### src/rtl/phase_sequencer.sv
// phase_sequencer: start-triggered generator of PHASES mutually exclusive,
// one-hot phase strobes. Each phase is held for a programmable number of
// cycles. A one-cycle Done pulse follows a normally completed train. Abort
// cancels silently, and Repeat makes the train free-run back to phase 0.
//
// The outputs are registered. Each edge loads them with a decode of the
// state that the same edge enters, so Phase_Out, Busy and Done switch
// together with the state and never glitch.
module phase_sequencer #(
    parameter int PHASES = 2,
    parameter int CNT_W  = 8
) (
    input  logic                      Clock,
    input  logic                      Reset_n,
    input  logic                      Start,
    input  logic                      Abort,
    input  logic                      Repeat,
    input  logic [PHASES*CNT_W-1:0]   Duration,
    output logic [PHASES-1:0]         Phase_Out,
    output logic                      Busy,
    output logic                      Done
);

    localparam int IDX_W = (PHASES > 1) ? $clog2(PHASES) : 1;
    localparam logic [IDX_W-1:0] LAST_IDX = IDX_W'(PHASES - 1);
    localparam logic [CNT_W-1:0] CNT_ONE  = CNT_W'(1);

    typedef enum logic [1:0] {
        S_IDLE = 2'd0,
        S_RUN  = 2'd1,
        S_DONE = 2'd2
    } state_t;

    state_t             state;
    state_t             state_next;
    logic [IDX_W-1:0]   phase_idx;
    logic [IDX_W-1:0]   idx_next;
    logic [CNT_W-1:0]   count;
    logic [CNT_W-1:0]   cnt_next;
    logic               load;
    logic [CNT_W-1:0]   raw_field;
    logic               last_cycle;
    logic               last_phase;

    logic [PHASES-1:0]  phase_out_next;
    logic               busy_next;
    logic               done_next;

    // The counter counts down to 1. Fields are never loaded as 0, so the
    // "<= 1" test only guards against an unreachable zero count.
    assign last_cycle = (count <= CNT_ONE);
    assign last_phase = (phase_idx == LAST_IDX);

    // Select the duration field of the phase being entered on this edge.
    always_comb begin
        // NOTE: every variable written in a combinational block gets a
        // default first, so no path can leave it unassigned and infer a latch.
        raw_field = '0;
        for (int k = 0; k < PHASES; k++) begin
            if (idx_next == IDX_W'(k)) begin
                raw_field = Duration[k*CNT_W +: CNT_W];
            end
        end
    end

    // State register: FSM state, phase index, counter and registered outputs.
    always_ff @(posedge Clock or negedge Reset_n) begin
        if (!Reset_n) begin
            // NOTE: sequential state uses non-blocking assignments, so every
            // register samples its pre-edge value regardless of statement order.
            state     <= S_IDLE;
            phase_idx <= '0;
            count     <= '0;
            Phase_Out <= '0;
            Busy      <= 1'b0;
            Done      <= 1'b0;
        end else begin
            state     <= state_next;
            phase_idx <= idx_next;
            count     <= cnt_next;
            Phase_Out <= phase_out_next;
            Busy      <= busy_next;
            Done      <= done_next;
        end
    end

    // Next-state logic. Abort outranks every other request, and Start is
    // only heard in IDLE.
    always_comb begin
        state_next = state;
        idx_next   = phase_idx;
        cnt_next   = count;
        load       = 1'b0;

        unique case (state)
            S_IDLE: begin
                if (Start && !Abort) begin
                    state_next = S_RUN;
                    idx_next   = '0;
                    load       = 1'b1;
                end
            end

            S_RUN: begin
                if (Abort) begin
                    state_next = S_IDLE;
                    idx_next   = '0;
                    cnt_next   = '0;
                end else if (last_cycle) begin
                    if (!last_phase) begin
                        idx_next = phase_idx + IDX_W'(1);
                        load     = 1'b1;
                    end else if (Repeat) begin
                        idx_next = '0;
                        load     = 1'b1;
                    end else begin
                        state_next = S_DONE;
                        idx_next   = '0;
                        cnt_next   = '0;
                    end
                end else begin
                    cnt_next = count - CNT_ONE;
                end
            end

            S_DONE: begin
                // Done always lasts one cycle. Abort here also ends in IDLE,
                // so it needs no separate branch.
                state_next = S_IDLE;
                idx_next   = '0;
                cnt_next   = '0;
            end

            default: begin
                state_next = S_IDLE;
                idx_next   = '0;
                cnt_next   = '0;
            end
        endcase

        // A zero field means one cycle, which keeps the counter from wrapping.
        if (load) begin
            cnt_next = (raw_field == '0) ? CNT_ONE : raw_field;
        end
    end

    // Output decode of the state being entered, registered by the state
    // register above.
    always_comb begin
        phase_out_next = '0;
        busy_next      = 1'b0;
        done_next      = 1'b0;
        if (state_next == S_RUN) begin
            phase_out_next = PHASES'(1) << idx_next;
            busy_next      = 1'b1;
        end
        if (state_next == S_DONE) begin
            done_next = 1'b1;
        end
    end

endmodule

### config.mk
export PLATFORM = sky130hd
export DESIGN_NAME = phase_sequencer
export DESIGN_NICKNAME = d
export VERILOG_FILES = /design/src/rtl/phase_sequencer.sv
export SDC_FILE = /design/constraint.sdc
export NUM_CORES = 1
export LEC_CHECK = 0
export CAP_MARGIN = 40
export CORE_ASPECT_RATIO = 1.75
export CORE_MARGIN = 3
export CORE_UTILIZATION = 30
export CTS_CLUSTER_DIAMETER = 30
export DETAILED_ROUTE_END_ITERATION = 6
export GPL_ROUTABILITY_DRIVEN = 0
export GPL_TIMING_DRIVEN = 1
export PLACE_DENSITY = 0.51
export SLEW_MARGIN = 20
export SYNTH_ARGS = -nofsm -noshare
export SYNTH_HDL_FRONTEND = slang
export SYNTH_SLANG_ARGS = --single-unit
### constraint.sdc
create_clock -name Clock -period 2.8 [get_ports Clock]
set_input_delay 0.28 -clock Clock [delete_from_list [all_inputs] [get_ports Clock]]
set_output_delay 0.28 -clock Clock [all_outputs]
set_load 0.05 [all_outputs]
==> load_flow_metrics.sql <==
INSERT INTO impl_metrics (metric_group, metric, value, unit) VALUES
('status', 'outcome', 'complete, no violations', ''),
('global_routing', 'antenna_found_initial', '0', ''),
('synth', 'syn-cell-area', '999.7', 'µm²'),
('placed_design', 'place.detailed.hpwl', '1916', 'µm'),
('synth', 'yosys.area_share.xor_xnor', '0', '%'),
('sta', 'min_period_over_period', '93.82', '%'),
('clock_network', 'tritoncts_clock_tree', 'done', ''),
('drt', 'ant_nets', '0', ''),
('worst_setup_path', 'critical_path_required', '2.96', 'ns'),
('synth', 'ys_seq_area_share', '37.55', '%'),
('synth', 'post-synth-top-count-cell', 'dfrtp_1', ''),
('cells_and_area', 'num-nets-final', '158', ''),
('worst_setup_path', 'worst_ep_arrival_time', '2.78', 'ns'),
('sta', 'timing.final.crit_period', '2.627', 'ns'),
('power_and_ir_drop', 'total_power', '0.001065', 'W'),
('clock_network', 'worst_skew_pair.late_latency', '0.24', 'ns'),
('synth', 'synthTopCellsByCount', 'dfrtp_1, a21oi_1, nor2_1, mux2i_1, o21ai_0', ''),
('worst_setup_path', 'reg2reg_depth', '7', ''),
('clock_network', 'post_cts_hold_buffer_count', '0', ''),
('clock_network', 'cts-resized-gates', '0', ''),
('die', 'initial_utilization', '31.48', '%'),
('synth', 'post_synth_inst_count', '102', ''),
('drt', 'route.detailed.wl_per_inst', '12.94', 'µm'),
('hold_path', 'min_path_type', 'input pin to async pin', ''),
('synth', 'synthAdderAreaFrac', '3.755', '%'),
('die', 'std_cell_rows', '27', ''),
('worst_setup_path', 'path_max_fanout', '7', ''),
('synth', 'synth-compound-area-share', '21.65', '%'),
('die', 'die_height', '82.37', 'µm'),
('die', 'design.die.area', '4088', 'µm²'),
('clock_network', 'clk_root_buffer_cell', 'clkbuf_8', ''),
('power_and_ir_drop', 'power.share.clock', '16.2', '%'),
('worst_setup_path', 'worst_setup_path_start_kind', 'flip-flop', ''),
('synth', 'post_synth_mux_area_share', '8.135', '%'),
('synth', 'postSynthAreaPerCell', '9.801', 'µm²'),
('die', 'chipWidth', '49.64', 'µm'),
('clock_network', 'clock_sinks', '15', ''),
('synth', 'post_synthesis_share_of_cell_area_spent_on_and_or_nand_and_nor_gates', '25.78', '%'),
('worst_setup_path', 'worstSetupEndpoint', 'count[0]', ''),
('drt', 'drt_iter0_markers', '12', ''),
('placed_design', 'placedInstanceArea', '1319', 'µm²'),
('sta', 'setup_viol', '0', ''),
('drt', 'number_of_vias_after_detailed_routing', '880', ''),
('drt', 'drcViolationCount', '0', ''),
('sta', 'slew_viol_final', '0', ''),
('sta', 'rsz_0062_raised_after_global_routing', 'no', ''),
('drt', 'via_per_inst', '5.000', ''),
('placed_design', 'port_buffers', '24', ''),
('clock_network', 'postCtsSetupBuffers', '0', ''),
('global_routing', 'pin_count_of_the_biggest_net_entering_global_routing', '16', ''),
('synth', 'synth.ff_latch_count', '15', ''),
('sta', 'post_route_setup_slack', '0.1730', 'ns'),
('synth', 'synth.top_cell.area_share', '37.55', '%'),
('synth', 'synth_enable_flop_cells', '0', ''),
('die', 'top_level_ports', '25', ''),
('worst_setup_path', 'r2r_end', 'count[0]', ''),
('power_and_ir_drop', 'p_seq_share', '34.2', '%'),
('clock_network', 'tritoncts.num_buffers', '3', ''),
('global_routing', 'grtUsageTotal', '12.06', '%'),
('drt', 'drt_pass_1_iters', '4', ''),
('worst_setup_path', 'timing_worst_setup_path_type', 'flip-flop to flip-flop', ''),
('power_and_ir_drop', 'cellInternalPower', '0.0006286', 'W'),
('cells_and_area', 'post-route-cell-area', '1365', 'µm²'),
('worst_setup_path', 'setup.worst_path.end_class', 'flip-flop', ''),
('sta', 'tns', '0', 'ns'),
('sta', 'worst_pin_slew', '0.6811', 'ns'),
('synth', 'post_synth_main_area_contributors', 'dfrtp_1, mux2i_1, a21oi_1', ''),
('global_routing', 'grt_first_pass_wirelength', '3843', 'µm'),
('synth', 'synth_cell_type_count', '36', ''),
('power_and_ir_drop', 'combPwrFrac', '49.6', '%'),
('cells_and_area', 'layout-area-overhead-vs-synth', '36.55', '%');
-- logic make-up after synthesis --
kind of cell | after synthesis
DFF | 15
adders and majority gates | 3
AOI/OAI and AO/OA | 30
muxes | 8
and+or+nand+nor | 39
buffers and inverters | 7
-- power by group through the flow --
stage               clock, W  combinational [W]  sequential (W)
finish              0.000172           0.000528        0.000364
global route        0.000190           0.000591        0.000374
CTS                 0.000180           0.000535        0.000363
detailed placement         0           0.000532        0.000367
global placement           0           0.000537        0.000367
floorplan                  0           0.000366        0.000361
-- layout by cell type, fill, tap and decap left out, drive strengths merged --
master and count:
mux2i 7, or3 1, nor3 3, a31oi 1, inv 5, nand3 1
or4 4, a21oi 12, nor4b 2, o21ai 7, nor4 3, nor3b 1
o21bai 1, a21o 1, o41ai 1, o32a 1, dfrtp 15, nand2b 5
o221ai 2, clkbuf 3, nand2 5, a211o 1, nor2b 2, o211ai 3
mux2 1, clkinv 1, clkdlybuf4s50 24, nor2 11, or3b 1, buf 5
ha 3
-- worst min-delay path by stage --
stage | start | endpoint | slack (ns) | depth (start not counted)
floorplan | Reset_n | Busy | -0.02 | 0
global placement | count[1] | count[1] | 0.53 | 2
detailed placement | count[1] | count[1] | 0.53 | 2
CTS | Reset_n | state[0] | 0.47 | 1
global route | Reset_n | Done | 0.50 | 1
finish | Reset_n | Phase_Out[1] | 0.45 | 1
-- metrics by stage --
stage / std cells / util (%)
floorplan: 102 / -
global placement: 172 / 41.53
finish: 176 / 42.99
global route: 176 / 42.99
CTS: 176 / 42.99
detailed placement: 172 / 41.53
-- state kept, by name, indices dropped and copies added, names as in the netlist --
name,flops
count,8
Phase_Out,2
state,2
Busy,1
Done,1
last_phase,1
-- metal layers --
metal	vias to the layer above	part of all wire, %	global-route usage (%)
met5	-	0	0
met4	0	0.75	4.432
met3	2	3.8	2.154
met2	17	54	22.81
met1	421	42	13.21
li1	440	-	-
-- cell type report --
cell class	count	area, µm²
sequential	15	375.4
timing repair buffer	29	277.8
clock buffer	3	41.29
multi-input combinational	80	593.1
inverter	5	18.77
tap	43	53.80
fill	352	1810
clock inverter	1	5.005
-- critical path: stages, from the launching register on --
cell      delay [ns]
dfrtp_1         0.42
or4_4           0.60
nor4_4          0.26
ha_1            0.28
o32a_1          0.21
nor2_4          0.22
mux2_2          0.38
o221ai_1        0.17
No activity file was read; power rests on OpenSTA's default activity.
